==> config.mk <==
export PLATFORM = sky130hd
export DESIGN_NAME = led_frame_feeder
export DESIGN_NICKNAME = d
export VERILOG_FILES = /design/src/rtl/led_pkg.sv /design/src/rtl/led_pix_buf.sv /design/src/rtl/led_frame_feeder.sv
export SDC_FILE = /design/constraint.sdc
export NUM_CORES = 1
export LEC_CHECK = 0
export CORE_ASPECT_RATIO = 0.7
export CORE_UTILIZATION = 30
export CTS_CLUSTER_DIAMETER = 30
export DETAILED_ROUTE_END_ITERATION = 16
export GPL_TIMING_DRIVEN = 1
export MAX_ROUTING_LAYER = met4
export SETUP_SLACK_MARGIN = 0.3
export SKIP_LAST_GASP = 1
export SYNTH_ARGS = -nofsm -noshare
export SYNTH_HDL_FRONTEND = slang
export SYNTH_SLANG_ARGS = --single-unit
==> constraint.sdc <==
create_clock -name sr_clk -period 10.3 [get_ports sr_clk]
set_input_delay 2.06 -clock sr_clk [delete_from_list [all_inputs] [get_ports sr_clk]]
set_output_delay 2.06 -clock sr_clk [all_outputs]
set_load 0.01 [all_outputs]
==> src/rtl/led_pkg.sv <==
// Shared constants and state encoding for the LED frame feeder and the
// serial shift-register controller it drives.
package led_pkg;

   localparam int NUM_STRIPS      = 8;
   localparam int BITS_PER_LED    = 24;
   localparam int CLKS_PER_SYMBOL = 24;
   localparam int LATCH_SYMBOLS   = 48;

   // The controller reuses this encoding for its phase counter.
   typedef enum logic [1:0] {
      IDLE  = 2'b00,
      SHIFT = 2'b01,
      LATCH = 2'b10
   } led_state_t;

endpackage

==> src/rtl/led_pix_buf.sv <==
// Two-entry pixel buffer: one active word being shifted out and one
// holding word. The FSM pops holding into active on load boundaries.
// When pop arrives with holding empty, the pixel accepted on that same
// edge goes straight into active.
module led_pix_buf
   import led_pkg::*;
#(
   parameter int PIX_W = NUM_STRIPS * BITS_PER_LED
) (
   input  logic             clk,
   input  logic             ar,
   input  logic [PIX_W-1:0] pix_data,
   input  logic             pix_last,
   input  logic             pix_valid,
   output logic             pix_ready,
   input  logic             pop,
   output logic             hold_full,
   output logic [PIX_W-1:0] act_data,
   output logic             act_last
);

   logic             hold_vld;
   logic [PIX_W-1:0] hold_data;
   logic             hold_last;
   logic             push;
   logic             bypass;

   assign pix_ready = !hold_vld || pop;
   assign push      = pix_valid && pix_ready;
   assign bypass    = pop && !hold_vld;
   assign hold_full = hold_vld;

   // Holding occupancy; a simultaneous pop and push keeps holding full.
   always_ff @(posedge clk or negedge ar) begin
      if (!ar) begin
         hold_vld <= 1'b0;
      end else if (pop) begin
         hold_vld <= push && hold_vld;
      end else if (push) begin
         hold_vld <= 1'b1;
      end
   end

   // Pixel words carry no reset; occupancy alone decides what is valid.
   always_ff @(posedge clk) begin
      if (push && !bypass) begin
         hold_data <= pix_data;
         hold_last <= pix_last;
      end
      if (pop) begin
         act_data <= hold_vld ? hold_data : pix_data;
         act_last <= hold_vld ? hold_last : pix_last;
      end
   end

endmodule

==> src/rtl/led_frame_feeder.sv <==
// Feeds one pixel word per LED to the serial LED controller, one colour
// bit per symbol period on all strips in parallel, MSB first, and inserts
// the blanked latch period after the last LED of each frame.
module led_frame_feeder
   import led_pkg::*;
#(
   parameter int NUM_STRIPS      = led_pkg::NUM_STRIPS,
   parameter int BITS_PER_LED    = led_pkg::BITS_PER_LED,
   parameter int CLKS_PER_SYMBOL = led_pkg::CLKS_PER_SYMBOL,
   parameter int LATCH_SYMBOLS   = led_pkg::LATCH_SYMBOLS
) (
   input  logic                               sr_clk,
   input  logic                               ar,
   input  logic [NUM_STRIPS*BITS_PER_LED-1:0] pix_data,
   input  logic                               pix_last,
   input  logic                               pix_valid,
   output logic                               pix_ready,
   output logic [NUM_STRIPS-1:0]              data_out,
   output logic                               blank,
   output logic                               frame_done,
   output logic                               underrun
);

   localparam int PIX_W = NUM_STRIPS * BITS_PER_LED;
   localparam int SYM_W = (CLKS_PER_SYMBOL > 1) ? $clog2(CLKS_PER_SYMBOL) : 1;
   localparam int BIT_W = (BITS_PER_LED > 1) ? $clog2(BITS_PER_LED) : 1;
   localparam int LAT_W = $clog2(LATCH_SYMBOLS + 1);

   led_state_t       state;
   led_state_t       state_nxt;
   logic [SYM_W-1:0] sym_cnt;
   logic             boundary;
   logic [BIT_W-1:0] bit_idx;
   logic [BIT_W-1:0] bit_nxt;
   logic [LAT_W-1:0] lat_cnt;
   logic [LAT_W-1:0] lat_nxt;
   logic             pop;
   logic             set_underrun;
   logic             done_nxt;
   logic             hold_full;
   logic [PIX_W-1:0] act_data;
   logic             act_last;

   // Gather bit idx of every strip's colour word into one bus word.
   function automatic logic [NUM_STRIPS-1:0] strip_bits(
      input logic [PIX_W-1:0] word,
      input logic [BIT_W-1:0] idx
   );
      logic [NUM_STRIPS-1:0] bits;
      int                    pos;
      bits = '0;
      for (int s = 0; s < NUM_STRIPS; s++) begin
         pos     = s * BITS_PER_LED + int'(idx);
         bits[s] = word[pos];
      end
      return bits;
   endfunction

   led_pix_buf #(
      .PIX_W (PIX_W)
   ) u_buf (
      .clk       (sr_clk),
      .ar        (ar),
      .pix_data  (pix_data),
      .pix_last  (pix_last),
      .pix_valid (pix_valid),
      .pix_ready (pix_ready),
      .pop       (pop),
      .hold_full (hold_full),
      .act_data  (act_data),
      .act_last  (act_last)
   );

   assign boundary = (sym_cnt == SYM_W'(CLKS_PER_SYMBOL - 1));

   // Free-running symbol phase counter, aligned with the controller by ar.
   always_ff @(posedge sr_clk or negedge ar) begin
      if (!ar) begin
         sym_cnt <= '0;
      end else if (boundary) begin
         sym_cnt <= '0;
      end else begin
         sym_cnt <= sym_cnt + 1'b1;
      end
   end

   // State, counters and status flags; everything moves on symbol boundaries.
   always_ff @(posedge sr_clk or negedge ar) begin
      if (!ar) begin
         state      <= IDLE;
         bit_idx    <= '0;
         lat_cnt    <= '0;
         frame_done <= 1'b0;
         underrun   <= 1'b0;
      end else begin
         state      <= state_nxt;
         bit_idx    <= bit_nxt;
         lat_cnt    <= lat_nxt;
         frame_done <= done_nxt;
         if (set_underrun) begin
            underrun <= 1'b1;
         end
      end
   end

   // Next-state decisions and symbol outputs.
   always_comb begin
      state_nxt    = state;
      bit_nxt      = bit_idx;
      lat_nxt      = lat_cnt;
      pop          = 1'b0;
      set_underrun = 1'b0;
      done_nxt     = 1'b0;
      blank        = 1'b1;
      data_out     = '0;

      if (state == SHIFT) begin
         blank    = 1'b0;
         data_out = strip_bits(act_data, bit_idx);
      end

      if (boundary) begin
         case (state)
            IDLE: begin
               if (hold_full) begin
                  pop       = 1'b1;
                  bit_nxt   = BIT_W'(BITS_PER_LED - 1);
                  state_nxt = SHIFT;
               end
            end
            SHIFT: begin
               if (bit_idx == '0) begin
                  if (act_last) begin
                     lat_nxt   = '0;
                     state_nxt = LATCH;
                  end else if (hold_full || pix_valid) begin
                     // A pixel arriving on this very edge still counts.
                     pop     = 1'b1;
                     bit_nxt = BIT_W'(BITS_PER_LED - 1);
                  end else begin
                     set_underrun = 1'b1;
                     state_nxt    = IDLE;
                  end
               end else begin
                  bit_nxt = bit_idx - 1'b1;
               end
            end
            LATCH: begin
               if (lat_cnt == LAT_W'(LATCH_SYMBOLS - 1)) begin
                  done_nxt  = 1'b1;
                  state_nxt = IDLE;
               end else begin
                  lat_nxt = lat_cnt + 1'b1;
               end
            end
            default: begin
               state_nxt = IDLE;
            end
         endcase
      end
   end

endmodule

==> results by group, run 1 <==
GRT
  • GR Util met3: 3.852%
  • Vias in the first global route: 9,627
  • GRT Util Overall: 14.60%
  • First-pass GRT wire length: 60,680 µm
  • Largest net degree at the start of global routing: 117
  • Grt total ovfl: 0
  • Initial antenna violation count: 1
  • M1 GR Usage: 20.15%
  • M2 GR Usage: 20.61%
  • Gr busiest metal: met2

Worst setup path
  • Flop-to-flop setup slack: 5.64 ns
  • Worst reg-to-reg path cell count: 8
  • Crit Path Category: reg -> out
  • Crit path max fanout: 20
  • CP startpoint kind: flip-flop
  • Critical Path Max Stage Delay: 0.84 ns
  • Worst-path cell chain: clkinv_1 > ha_1 > nand2b_1 > or4_1 > nand4_1 > a32o_1 > clkdlybuf4s50_1
  • Critical path's slowest cell: dfrtp_1
  • Worst EP required: 8.24 ns
  • Crit path DAT: 4.29 ns
  • Crit end category: output port

Pwr
  • Pwr dens: 197.5 nW/µm²
  • Leak Pwr: 7.721 nW
  • VDD IR max: 0.1208 mV
  • Overall Power: 4.429 mW

Floorplan
  • Core area: 55,400 µm²
  • Boundary pin count: 208
  • Initial core utilization: 30.50%
  • Floorplan row count: 72
  • Die Ht: 200.6 µm
  • DIE AREA: 57,300 µm²
  • Die Wd: 285.7 µm

Clock tree
  • Post-CTS Setup Bufs: 0
  • Hold-fix buffer count after cts: 0
  • Skew-Pair Late Insertion Delay: 0.60 ns
  • Clock Sinks: 407
  • CTS tree: done
  • Root Buffer: clkbuf_16
  • Clock Pin Slew Worst Setup and Hold Paths: 0.06 ns
  • H-tree depth: 3
  • Clk buf depth: 3
  • PostCTS Resize Cnt: 0
  • Number of CTS-inserted buffers: 81

Final layout
  • # fillers: 4,933
  • Area Growth Syn to Fin: 32.69%
  • Multi-input gate area: 4508 µm²
  • Fin nets: 1,336
  • Layout cells sized above 1: 31.44%
  • Sequential cell area: 12,130 µm²

Logic synthesis
  • Post-synthesis sequential area ratio: 71.70%
  • Most common cell in the netlist: edfxtp_1
  • Synthesized flop and latch total: 407
  • YS warnings: 0
  • Post-synth EDFFs: 386
  • Synth Net Count: 1,080
  • Ys async rst share: 5.160%
  • Post-synth top area cell: edfxtp_1
  • Mapped Avg Cell Area: 19.25 µm²
  • Main flop type after synthesis: edfxtp_1
  • Post-synth top cells: edfxtp_1 (386), mux2_2 (195), mux4_2 (31)
  • Synth Cell Area: 16,900 µm²
  • Mapped Cells: 878
  • Netlist cell types: 54
  • Synth top area cells: edfxtp_1 (69%), mux2_2 (13%), mux4_2 (4.1%)
  • Post-synth top area share: 68.59%

STA
  • Total negative setup slack: 0 ns
  • Clk_skew: 0.02428 ns
  • Unrepaired setup endpoints after global routing: no
  • Hold slack: 0.4716 ns
  • Slew headroom: 32.27%
  • Part of the cycle the worst path needs: 61.65%
  • Fmax: 157.5 MHz
  • Final Hold Viols: 0
  • Count of pins over their slew limit: 0
  • Setup Viol. Count Final: 0
  • Min Clock Period, post-route: 6.350 ns
  • Worst-margin pin slew: 1.016 ns

Detailed routing
  • Pre-Repair DR Iteration Count: 5
  • WL/cell: 20.61 µm
  • DR vias: 9,141
  • Via density: 4.712
  • Antenna viol nets, final: 0
  • WL final: 39,980 µm
  • Drc violations: 0
  • DR iter-0 viols: 539

Min path
  • Tightest Hold Check Type: reg -> reg
  • Worst hold path stage count: 1

Placed design
  • GPL Wtd Cong: 0.8016
  • Port Buffers: 207
  • Final HPWL DP: 25,940 µm

Run status
  • Outcome: finished clean

Job
  • Max Cap Viol: 0
[sequential cells by signal, summed over array words and instances, names as in the netlist, 2 cells and up]
name / count
sym_cnt: 5
u_buf.act_data: 192
u_buf.hold_data: 192
bit_idx: 5
lat_cnt: 6
state: 2
[critical path, delay by kind of cell, from the launching register on]
family | cells | cell delay, ns
compound gates | 1 | 0.19
simple gates | 3 | 1.01
buf+inv | 2 | 1.06
flops | 1 | 0.84
fa+ha+maj | 1 | 0.59
[per-layer routing]
layer	vias to the layer above	wire length [µm]
li1	4111	-
met1	4684	19130
met2	266	17510
met3	80	2215
met4	0	1119
met5	-	0
[placed cells by master (no fill, tap or decap), drive strengths merged, types with 2 or more instances in the layout]
cell type and n:
clkinv 35, mux2 195, a22o 2, xor2 2, dfrtp 21, inv 23
nor2b 6, or2 2, nand4 2, nand3 11, nor3 2, edfxtp 386
clkdlybuf4s50 207, a21o 3, nand2 27, or4 2, mux4 46, o21ai 16
a21oi 7, and2 4, o31ai 2, buf 7, bufinv 6, nand4b 2
o211ai 3, a211oi 5, ha 6, mux2i 28, o2111ai 2, o22a 3
a22oi 6, clkbuf 86, clkinvlp 8, nand2b 7, nor2 13, a31oi 2
[area by class of cell]
cell class	instances	share of cell area, %
Antenna cell	1	0.01116
Clock buffer	86	9.218
Clock inverter	62	2.723
Inverter	10	0.2009
Multi-Input combinational cell	420	20.10
Sequential cell	407	54.08
Tap cell	740	4.129
Timing Repair Buffer	214	9.531
[metrics by stage]
stage                     std cells  setup WS, ns  utilization, %  instance area, µm²
after floorplan                 878         2.666               -               16900
after global placement         1791         4.344           35.63               19740
after detailed placement       1791         4.348           35.63               19740
after CTS                      1939         3.926           40.47               22420
after global routing           1940         3.705           40.47               22420
final                          1940         3.950           40.47               22420
[path summary, 6_finish.rpt]
kind | startpoint | end
max reg2reg | bit_idx[0]$_DFFE_PN0P_ | u_buf.act_data[13]$_DFFE_PP_
max in group asynchronous | ar | bit_idx[0]$_DFFE_PN0P_
min reg2reg | sym_cnt[0]$_DFF_PN0_ | sym_cnt[0]$_DFF_PN0_
min in group asynchronous | ar | u_buf.hold_full$_DFFE_PN0P_
min | sym_cnt[0]$_DFF_PN0_ | sym_cnt[0]$_DFF_PN0_
max | bit_idx[3]$_DFFE_PN0P_ | data_out[1]
[cells by family (layout without fill, tap and decap cells)]
logic type	Yosys count	after routing	synth area share, %
other cells	0	1	0
flops	407	407	71.70
simple gates	83	83	2.554
fa+ha+maj	7	7	0.5035
buf+inv	51	372	1.644
compound gates	58	58	2.325
xor+xnor	3	3	0.1555
mux	269	269	21.12
[power breakdown]
group / internal, mW / switching [mW]
combinational: 0.0659 / 0.0295
clock: 1.63 / 0.905
sequential: 1.80 / 0.000000000000000456
total: 3.49 / 0.934
Note: power is estimated with default switching activity, not from simulation.
==> run 2: changes to the inputs <==
==> constraint.sdc (replaced) <==
create_clock -name sr_clk -period 5.35 [get_ports sr_clk]
set_input_delay 1.07 -clock sr_clk [delete_from_list [all_inputs] [get_ports sr_clk]]
set_output_delay 1.07 -clock sr_clk [all_outputs]
set_load 0.01 [all_outputs]
==> run 2 against run 1 <==
Wire length is 1.8% higher. Sequential cell count stayed put. Critical path type unchanged. Critical path depth is 2 lower. Sequential share of layout area is 0.76 points lower. Register-to-register slack worse by 4.2 ns. Clock-buffer cell count is 2 higher. Via count is 0.32% higher. Largest power group unchanged. Die area stayed put. Sequential power is 93% higher. Global-route usage is 0.10 points higher.
==> results by group, run 2 (synthesized netlist as in run 1, its figures left out) <==
Floorplan
  • Die Ht: 200.6 µm
  • Boundary pin count: 208
  • DIE AREA: 57,300 µm²
  • Die Wd: 285.7 µm
  • Floorplan row count: 72
  • Initial core utilization: 30.50%
  • Core area: 55,400 µm²

Min path
  • Tightest Hold Check Type: reg -> reg
  • Worst hold path stage count: 2
  • Hold EP: underrun$_DFFE_PN0P_
  • Worst Hold Launch: underrun$_DFFE_PN0P_

STA
  • Count of pins over their slew limit: 0
  • Fmax: 211.8 MHz
  • Slew headroom: 28.80%
  • Total negative setup slack: 0 ns
  • Min Clock Period, post-route: 4.722 ns
  • Final Hold Viols: 0
  • Worst-margin pin slew: 1.068 ns
  • Unrepaired setup endpoints after global routing: no
  • Final WS setup: 0.6279 ns
  • Setup Viol. Count Final: 0
  • Clk_skew: 0.04269 ns
  • Part of the cycle the worst path needs: 88.26%

Final layout
  • Commonest non-fill, non-tap cells in the layout: edfxtp_1 (386), clkdlybuf4s50_1 (207), mux2_2 (195), clkbuf_16 (83), mux4_2 (31)
  • Largest regs: u_buf.act_data x192, u_buf.hold_data x192, lat_cnt x6
  • # fillers: 4,911
  • Commonest non-fill, non-tap cell in the layout: edfxtp_1
  • Fin nets: 1,349
  • Layout cells sized above 1: 31.93%
  • Area Growth Syn to Fin: 34.58%

Clock tree
  • Clk buf depth: 3
  • H-tree depth: 3
  • Skew-Pair Late Insertion Delay: 0.62 ns
  • Clock Pin Slew Worst Setup and Hold Paths: 0.05 ns
  • Root Buffer: clkbuf_16
  • Number of CTS-inserted buffers: 83
  • Clock Sinks: 407
  • Hold-fix buffer count after cts: 0
  • CTS tree: done

Placed design
  • Final HPWL DP: 26,270 µm
  • Port Buffers: 207
  • GPL Wtd Cong: 0.8371
  • Dpl ws: 1.063 ns

Detailed routing
  • WL final: 40,680 µm
  • DR vias: 9,170
  • Pre-Repair DR Iteration Count: 5
  • WL/cell: 20.79 µm
  • Antenna viol nets, final: 0
  • Drc violations: 0
  • Via density: 4.686
  • DR iter-0 viols: 798

Run status
  • Outcome: finished clean

Worst setup path
  • Worst EP required: 4.28 ns
  • Worst reg-to-reg path cell count: 9
  • CP delay by family, top: flip-flops
  • Crit path DAT: 3.65 ns
  • CP startpoint kind: flip-flop
  • Critical path's slowest cell: dfrtp_2
  • Crit Path Category: reg -> out
  • Worst-path cell chain: nor2b_1 > a22oi_1 > a31oi_1 > a211oi_1 > clkdlybuf4s50_1
  • CP bufs+invs: 1
  • Flop-to-flop setup slack: 1.42 ns
  • Critical R2R Capture: u_buf.hold_data[154]$_DFFE_PP_
  • Critical Path Max Stage Delay: 1.07 ns
  • Reg2reg start: bit_idx[0]$_DFFE_PN0P_
  • Crit path max fanout: 36
  • Crit end category: output port

Pwr
  • Leak Pwr: 7.856 nW
  • Pwr dens: 385.7 nW/µm²
  • VDD IR max: 0.2226 mV

GRT
  • First-pass GRT wire length: 60,820 µm
  • GRT Util Overall: 14.71%
  • Largest net degree at the start of global routing: 71
  • Initial antenna violation count: 3
  • Grt total ovfl: 0
  • Vias in the first global route: 9,512

Job
  • Max Cap Viol: 0
run 2: cell type report:
type | instances | area (µm²) | share of cell area (%)
diodes | 2 | 5.005 | 0.02201
well taps | 740 | 925.9 | 4.071
clock buffers | 88 | 2096 | 9.215
inverters | 10 | 41.29 | 0.1815
flip-flops and latches | 407 | 12130 | 53.32
repair buffers | 225 | 2295 | 10.09
clock inverters | 65 | 745.7 | 3.279
multi-input cells | 420 | 4508 | 19.82
run 2: tightest hold or removal path: cells and delay by family, from the launching register on:
| family | cells | cell delay (ns) |
|---|---|---|
| AOI/OAI and AO/OA | 1 | 0.05 |
| buffers and inverters | 1 | 0.05 |
| DFF | 1 | 0.36 |
run 2: timing repair:
action,4_1_cts,5_1_grt
setup buffers,0,1
hold endpoints to repair,0,0
resized for setup,0,0
setup endpoints to repair,0,2
run 2: power by group:
part / switching, mW / internal, mW
Sequential: 0.000000000000000707 / 3.47
Combinational: 0.0584 / 0.127
Clock: 1.80 / 3.32
Total: 1.86 / 6.91
run 2: how the worst max path moves through the flow:
stage	start	to	slack (ns)	depth (start not counted)
floorplan	bit_idx[0]$_DFFE_PN0P_	u_buf.act_data[0]$_DFFE_PP_	0.33	10
global placement	bit_idx[0]$_DFFE_PN0P_	data_out[2]	1.07	7
detailed placement	bit_idx[0]$_DFFE_PN0P_	data_out[7]	1.06	5
CTS	bit_idx[0]$_DFFE_PN0P_	data_out[2]	0.38	6
global route	bit_idx[2]$_DFFE_PN0P_	data_out[2]	0.42	6
finish	bit_idx[2]$_DFFE_PN0P_	data_out[2]	0.63	5
run 2: metrics by stage:
step                utilization (%)  hold slack, ns  total power [mW]  std cells  instance area, µm²
floorplan                         -          0.4319             3.528        878               16910
global placement              35.88          0.4611             3.710       1801               19880
detailed placement            35.88          0.4685             3.712       1801               19880
CTS                           41.01          0.4870             8.876       1954               22720
global route                  41.05          0.5205             9.038       1957               22740
finish                        41.05          0.4879             8.771       1957               22740
run 2: layer usage:
layer	vias up	track usage [%]	routed length (µm)
met3	73	4.068	2462
met1	4664	21.15	19710
met4	0	4.393	892
met5	-	-	0
li1	4136	-	-
met2	297	20.02	17610
==> run 3: changes to the inputs <==
--- a/config.mk
+++ b/config.mk
@@ -11,8 +11,10 @@
 export DETAILED_ROUTE_END_ITERATION = 16
 export GPL_TIMING_DRIVEN = 1
 export MAX_ROUTING_LAYER = met4
+export REMOVE_ABC_BUFFERS = 1
 export SETUP_SLACK_MARGIN = 0.3
 export SKIP_LAST_GASP = 1
 export SYNTH_ARGS = -nofsm -noshare
 export SYNTH_HDL_FRONTEND = slang
+export SYNTH_HIERARCHICAL = 1
 export SYNTH_SLANG_ARGS = --single-unit
==> constraint.sdc (replaced) <==
create_clock -name sr_clk -period 5.35 [get_ports sr_clk]
set_input_delay 1.3375 -clock sr_clk [delete_from_list [all_inputs] [get_ports sr_clk]]
set_output_delay 1.3375 -clock sr_clk [all_outputs]
set_load 0.01 [all_outputs]
==> run 3 against run 2 <==
Die area is 3.7% higher. Total power shrank 0.21%. Sequential share of layout area decreased by 1.1 points. Setup slack worse by 0.12 ns. Synthesized cell count is 1.7% lower. Non-clock buffer count down 1. Cell area up 2.2%.
==> results by group, run 3 <==
Run status
  • Outcome: finished clean

GRT
  • GRT Util Overall: 13.66%
  • First-pass GRT wire length: 58,960 µm
  • Grt total ovfl: 0
  • Vias in the first global route: 9,477
  • Initial antenna violation count: 5
  • Largest net degree at the start of global routing: 125

Detailed routing
  • WL final: 39,010 µm
  • Pre-Repair DR Iteration Count: 5
  • Drc violations: 0
  • Via density: 4.603
  • WL/cell: 20.12 µm
  • DR iter-0 viols: 542
  • DR vias: 8,926
  • Antenna viol nets, final: 0

Final layout
  • Commonest non-fill, non-tap cells in the layout: edfxtp_1 (386), clkdlybuf4s50_1 (207), mux2_4 (139), clkbuf_16 (81), mux2_2 (58)
  • Commonest non-fill, non-tap cell in the layout: edfxtp_1
  • Area Growth Syn to Fin: 32.54%
  • Fin nets: 1,325
  • Design Area, Final: 23,240 µm²
  • Layout cells sized above 1: 33.05%
  • Largest regs: u_buf/act_data x192, u_buf/hold_data x192, lat_cnt x6

Logic synthesis
  • YS warnings: 6
  • Mapped Cells: 863
  • Mapped Avg Cell Area: 20.32 µm²
  • Post-synth top area share: 66.10%
  • Post-synth top cells: edfxtp_1 (386), mux2_4 (139), mux2_2 (58)
  • Most common cell in the netlist: edfxtp_1
  • Post-synthesis sequential area ratio: 69.10%
  • Synthesized flop and latch total: 407
  • Synth Cell Area: 17,540 µm²
  • Main flop type after synthesis: edfxtp_1
  • Netlist cell types: 55
  • Post-synth EDFFs: 386
  • Post-synth top area cell: edfxtp_1
  • Ys async rst share: 5.160%
  • Synth top area cells: edfxtp_1 (66%), mux2_4 (12%), mux4_2 (3.9%)

Worst setup path
  • CP startpoint kind: flip-flop
  • Crit end category: output port
  • Worst EP required: 4.01 ns
  • Worst reg-to-reg path cell count: 10
  • Crit path max fanout: 11
  • Crit path DAT: 3.50 ns
  • Flop-to-flop setup slack: 1.35 ns
  • Crit Path Category: reg -> out

STA
  • Fmax: 206.7 MHz
  • Worst-margin pin slew: 1.204 ns
  • Part of the cycle the worst path needs: 90.43%
  • Hold slack: 0.4601 ns
  • Slew headroom: 19.76%
  • Setup Viol. Count Final: 0
  • Min Clock Period, post-route: 4.838 ns
  • Clk_skew: 0.02287 ns
  • Count of pins over their slew limit: 0
  • Final Hold Viols: 0
  • Unrepaired setup endpoints after global routing: no

Floorplan
  • Die Ht: 204.3 µm
  • Floorplan row count: 73
  • Core area: 57,270 µm²
  • Boundary pin count: 208
  • Initial core utilization: 30.62%
  • DIE AREA: 59,440 µm²
  • Die Wd: 291.0 µm

Pwr
  • Pwr dens: 376.6 nW/µm²
  • VDD IR max: 0.2713 mV
  • Leak Pwr: 8.394 nW

Clock tree
  • Clock Sinks: 407
  • Number of CTS-inserted buffers: 79
  • Clk buf depth: 3
  • Clock Pin Slew Worst Setup and Hold Paths: 0.05 ns
  • Root Buffer: clkbuf_16
  • CTS tree: done
  • H-tree depth: 3
  • Skew-Pair Late Insertion Delay: 0.58 ns
  • Hold-fix buffer count after cts: 0

Min path
  • Tightest Hold Check Type: reg -> reg
  • Worst hold path stage count: 1

Placed design
  • Final HPWL DP: 24,680 µm
  • Placed cell area: 20,380 µm²
  • GPL Wtd Cong: 0.7401
  • Port Buffers: 207

Job
  • Max Cap Viol: 0
run 3: metrics by stage:
step | utilization, % | std cells | setup TNS [ns] | worst slack, ns | power, mW
CTS | 40.53 | 1935 | 0 | 0.2866 | 8.874
finish | 40.58 | 1939 | 0 | 0.5122 | 8.753
global route | 40.58 | 1939 | 0 | 0.3026 | 9.041
global placement | 35.59 | 1790 | 0 | 0.7556 | 3.707
detailed placement | 35.59 | 1790 | 0 | 0.6992 | 3.709
floorplan | - | 819 | -6549.18 | -18.59 | 3.530
run 3: cell type report:
type                       instances  area, µm²
fill                            5075      34030
sequential                       407      12130
multi-input combinational        404       5047
timing repair buffer             224       2311
clock buffer                      85       2042
tap                              750      938.4
clock inverter                    58      735.7
inverter                           8      31.28
antenna                            3      7.507
run 3: cell families (layout without fill, tap and decap cells):
| kind of cell | after synthesis | after routing | synth area share [%] |
|---|---|---|---|
| buf+inv | 52 | 375 | 2.283 |
| other cells | 0 | 3 | 0 |
| flops | 407 | 407 | 69.10 |
| xor+xnor | 1 | 1 | 0.04996 |
| compound gates | 55 | 55 | 2.326 |
| mux | 262 | 262 | 23.42 |
| fa+ha+maj | 6 | 6 | 0.4210 |
| simple gates | 80 | 80 | 2.397 |
run 3: timing repair:
action	4_1_cts	5_1_grt
endpoints found under the setup margin	8	7
setup buffers	2	1
hold endpoints to repair	0	0
gates resized for setup	2	2
run 3: worst max-delay path: stages, from the launching register on:
cell and delay (ns):
dfrtp_4 0.59, buf_8 0.22, mux4_1 0.61, mux2i_1 0.45, mux4_2 0.37, a21oi_1 0.07, clkdlybuf4s50_1 0.59
run 3: worst paths after layout:
| kind | from | to |
|---|---|---|
| max | bit_idx[0]$_DFFE_PN0P_ | data_out[1] |
| min reg2reg | sym_cnt[0]$_DFF_PN0_ | sym_cnt[0]$_DFF_PN0_ |
| max reg2reg | bit_idx[0]$_DFFE_PN0P_ | u_buf/hold_full$_DFFE_PN0P_ |
| min | sym_cnt[0]$_DFF_PN0_ | sym_cnt[0]$_DFF_PN0_ |
| min in group asynchronous | ar | sym_cnt[3]$_DFF_PN0_ |
| max in group asynchronous | ar | bit_idx[1]$_DFFE_PN0P_ |
run 3: per-layer routing:
metal	global-route usage, %	wire length [µm]	vias up
met4	4.705	818	0
met2	18.98	16890	271
met1	18.84	18740	4521
met3	4.067	2562	66
met5	-	0	-
li1	-	-	4068
run 3: where the power goes:
group / leakage, nW / total, mW / internal [mW] / switching [mW]
sequential: 3.73 / 3.47 / 3.47 / 0.000000000000000688
clock: 1.34 / 5.11 / 3.42 / 1.68
combinational: 3.32 / 0.181 / 0.128 / 0.0530
==> variant (config.mk and constraints of run 3) <==
Re-encode `led_state_t` (3 states) as one-hot, 3 bits wide.
--- a/src/rtl/led_pkg.sv
+++ b/src/rtl/led_pkg.sv
@@ -10,6 +10,6 @@
    // The controller reuses this encoding for its phase counter.
-   typedef enum logic [1:0] {
-      IDLE  = 2'b00,
-      SHIFT = 2'b01,
-      LATCH = 2'b10
+   typedef enum logic [2:0] {
+      IDLE  = 3'b001,
+      SHIFT = 3'b010,
+      LATCH = 3'b100
    } led_state_t;
Behaviour: same outputs for any inputs over 4 cycles, from zero or initial values; so few cycles prove little.
==> variant against run 3 <==
- sequential cell count up 1
- largest cell class unchanged
- final area increased by 0.21%
- synthesized area decreased by 0.21%
- die area decreased by 0.21%
- worst setup slack better by 80 ps
- critical path depth grew 1
- wire length up 0.11%
Power is not compared: it rests on default switching activity, and its combinational part moved more than twofold at a synthesized area within 25%.
==> variant: results (changes against run 3) <==
- Outcome: finished clean
- Skew-Pair Late Insertion Delay: 600 ps (+20 ps)
- Reg2reg start: bit_idx[1]$_DFFE_PN0P_
- Final Critical Period: 4760 ps (-80.2 ps)
- Synth top cells by count: 386 x edfxtp_1, 139 x mux2_4, 58 x mux2_2
- Antenna violations before repair: 0 (-5)
- Post-layout nets: 1336 (+0.83%)
- Xor and xnor area share after synthesis: 0.250% (+0.20 points)
- Mapped Cells: 864 (+0.12%)
- Crit-path slowest cell: clkdlybuf4s50_1
- Largest net degree at the start of global routing: 128 (+2.4%)
- Grt met1 use: 18.6% (-0.19 points)
- Total Routed Length: 39100 um (+0.11%)
- Max FO, Critical Path: 8 (-3)
- Slew @ Worst Pin: 1120 ps (-80.9 ps)
- Met2 Use GR: 19.5% (+0.50 points)
- Uppermost layer routed: met4
- GRT Overall Usage: 13.7% (+0.025 points)
- Num CTS Buffers: 86 (+8.9%)
- Met3 routed WL: 2180 um (-15%)
- Crit path DAT: 3420 ps (-80 ps)
- Net switching power: between 1500 and 2000 uW
- Setup crit start: bit_idx[0]$_DFFE_PN0P_
- Vias after detailed routing: 8938 (+0.13%)
- GPL Wtd Cong: 0.719 (-2.8%)
- Worst r2r path cells: 11 (+1)
- Worst Skew: 15.6 ps (-7.30 ps)
- Hold WC Path Type: reg -> reg
- Synth Area in Adders: 0.422% (+0.00087 points)
- Placed insts: 1792 (+0.11%)
- First-pass GRT wire length: 58700 um (-0.53%)
- DR WL/cell: 20.0 um (-0.71%)
- Global Route met3 Usage: 3.81% (-0.26 points)
- Initial DRT Pass Iterations: 4 (-1)
- Sequential Power Share: 39.4%
- Hold_ws: 469 ps (+8.68 ps)
- DP HPWL: 25200 um (+2.1%)
- Largest regs: u_buf/act_data: 192 flops, u_buf/hold_data: 192 flops, lat_cnt: 6 flops
- Reg-to-reg critical path endpoint: u_buf/hold_data[180]$_DFFE_PP_
- WL met1: 18700 um (-0.34%)
- Antenna Cells: 0 (-3)
- Synth unique cells: 57 (+3.6%)
- EDFF count, synth: 386 (unchanged)
- Mux share of post-synthesis cell area: 23.5% (+0.11 points)
- Hold endpoint: sym_cnt[0]$_DFF_PN0_
- Post-synthesis compound-gate area fraction: 1.74% (-0.59 points)
- R2R Setup Slk: 1410 ps (+60 ps)
- Synth area leaders: edfxtp_1 66%, mux2_4 12%, mux4_2 6.8%
- Synth async-reset ratio: 5.39% (+0.23 points)
- Post-Place Cell Area: 20300 um2 (-0.18%)
- Setup WS pre-CTS: 823 ps (+124 ps)
- Number of global-route vias before repair: 9420 (-0.60%)
- Ratio of cells with drive above 1 in the final layout: 34.6% (+1.6 points)
- DR WL met2: 17400 um (+2.7%)
- Sequential share of the synthesized area: 69.4% (+0.29 points)
- Iter 0 DRT Violations: 586 (+8.1%)
## variant: changes by cell type in the layout (fill, tap and decap cells not counted), moves of 5 or more
cell,before,now
mux4_2,30,53
mux4_1,21,0
o21ai_0,14,3
clkbuf_16,81,89
clkinv_1,9,17
buf_4,7,13
bufinv_16,13,7
nand3_1,10,4
a211oi_1,1,6
clkinv_8,2,7
inv_8,5,0
nor3_1,2,7
## variant: area by class of cell
type / count / area, um2
clock buffer: 96 / 2250
sequential: 408 / 12200
tap: 750 / 938
clock inverter: 62 / 609
inverter: 7 / 26.3
fill: 5111 / 33900
timing repair buffer: 227 / 2310
multi-input combinational: 405 / 5000
## variant: cell families after synthesis
logic type | after synthesis
AOI/OAI and AO/OA | 42
and+or+nand+nor | 84
DFF | 408
muxes | 268
xor gates and xnor gates | 5
adders and majority gates | 6
buffers and inverters | 51
## variant: what timing repair did
action | in CTS | in global routing
buffers inserted | 2 | 3
setup endpoints to repair | 6 | 6
pin swaps | 0 | 0
resized for setup | 0 | 1
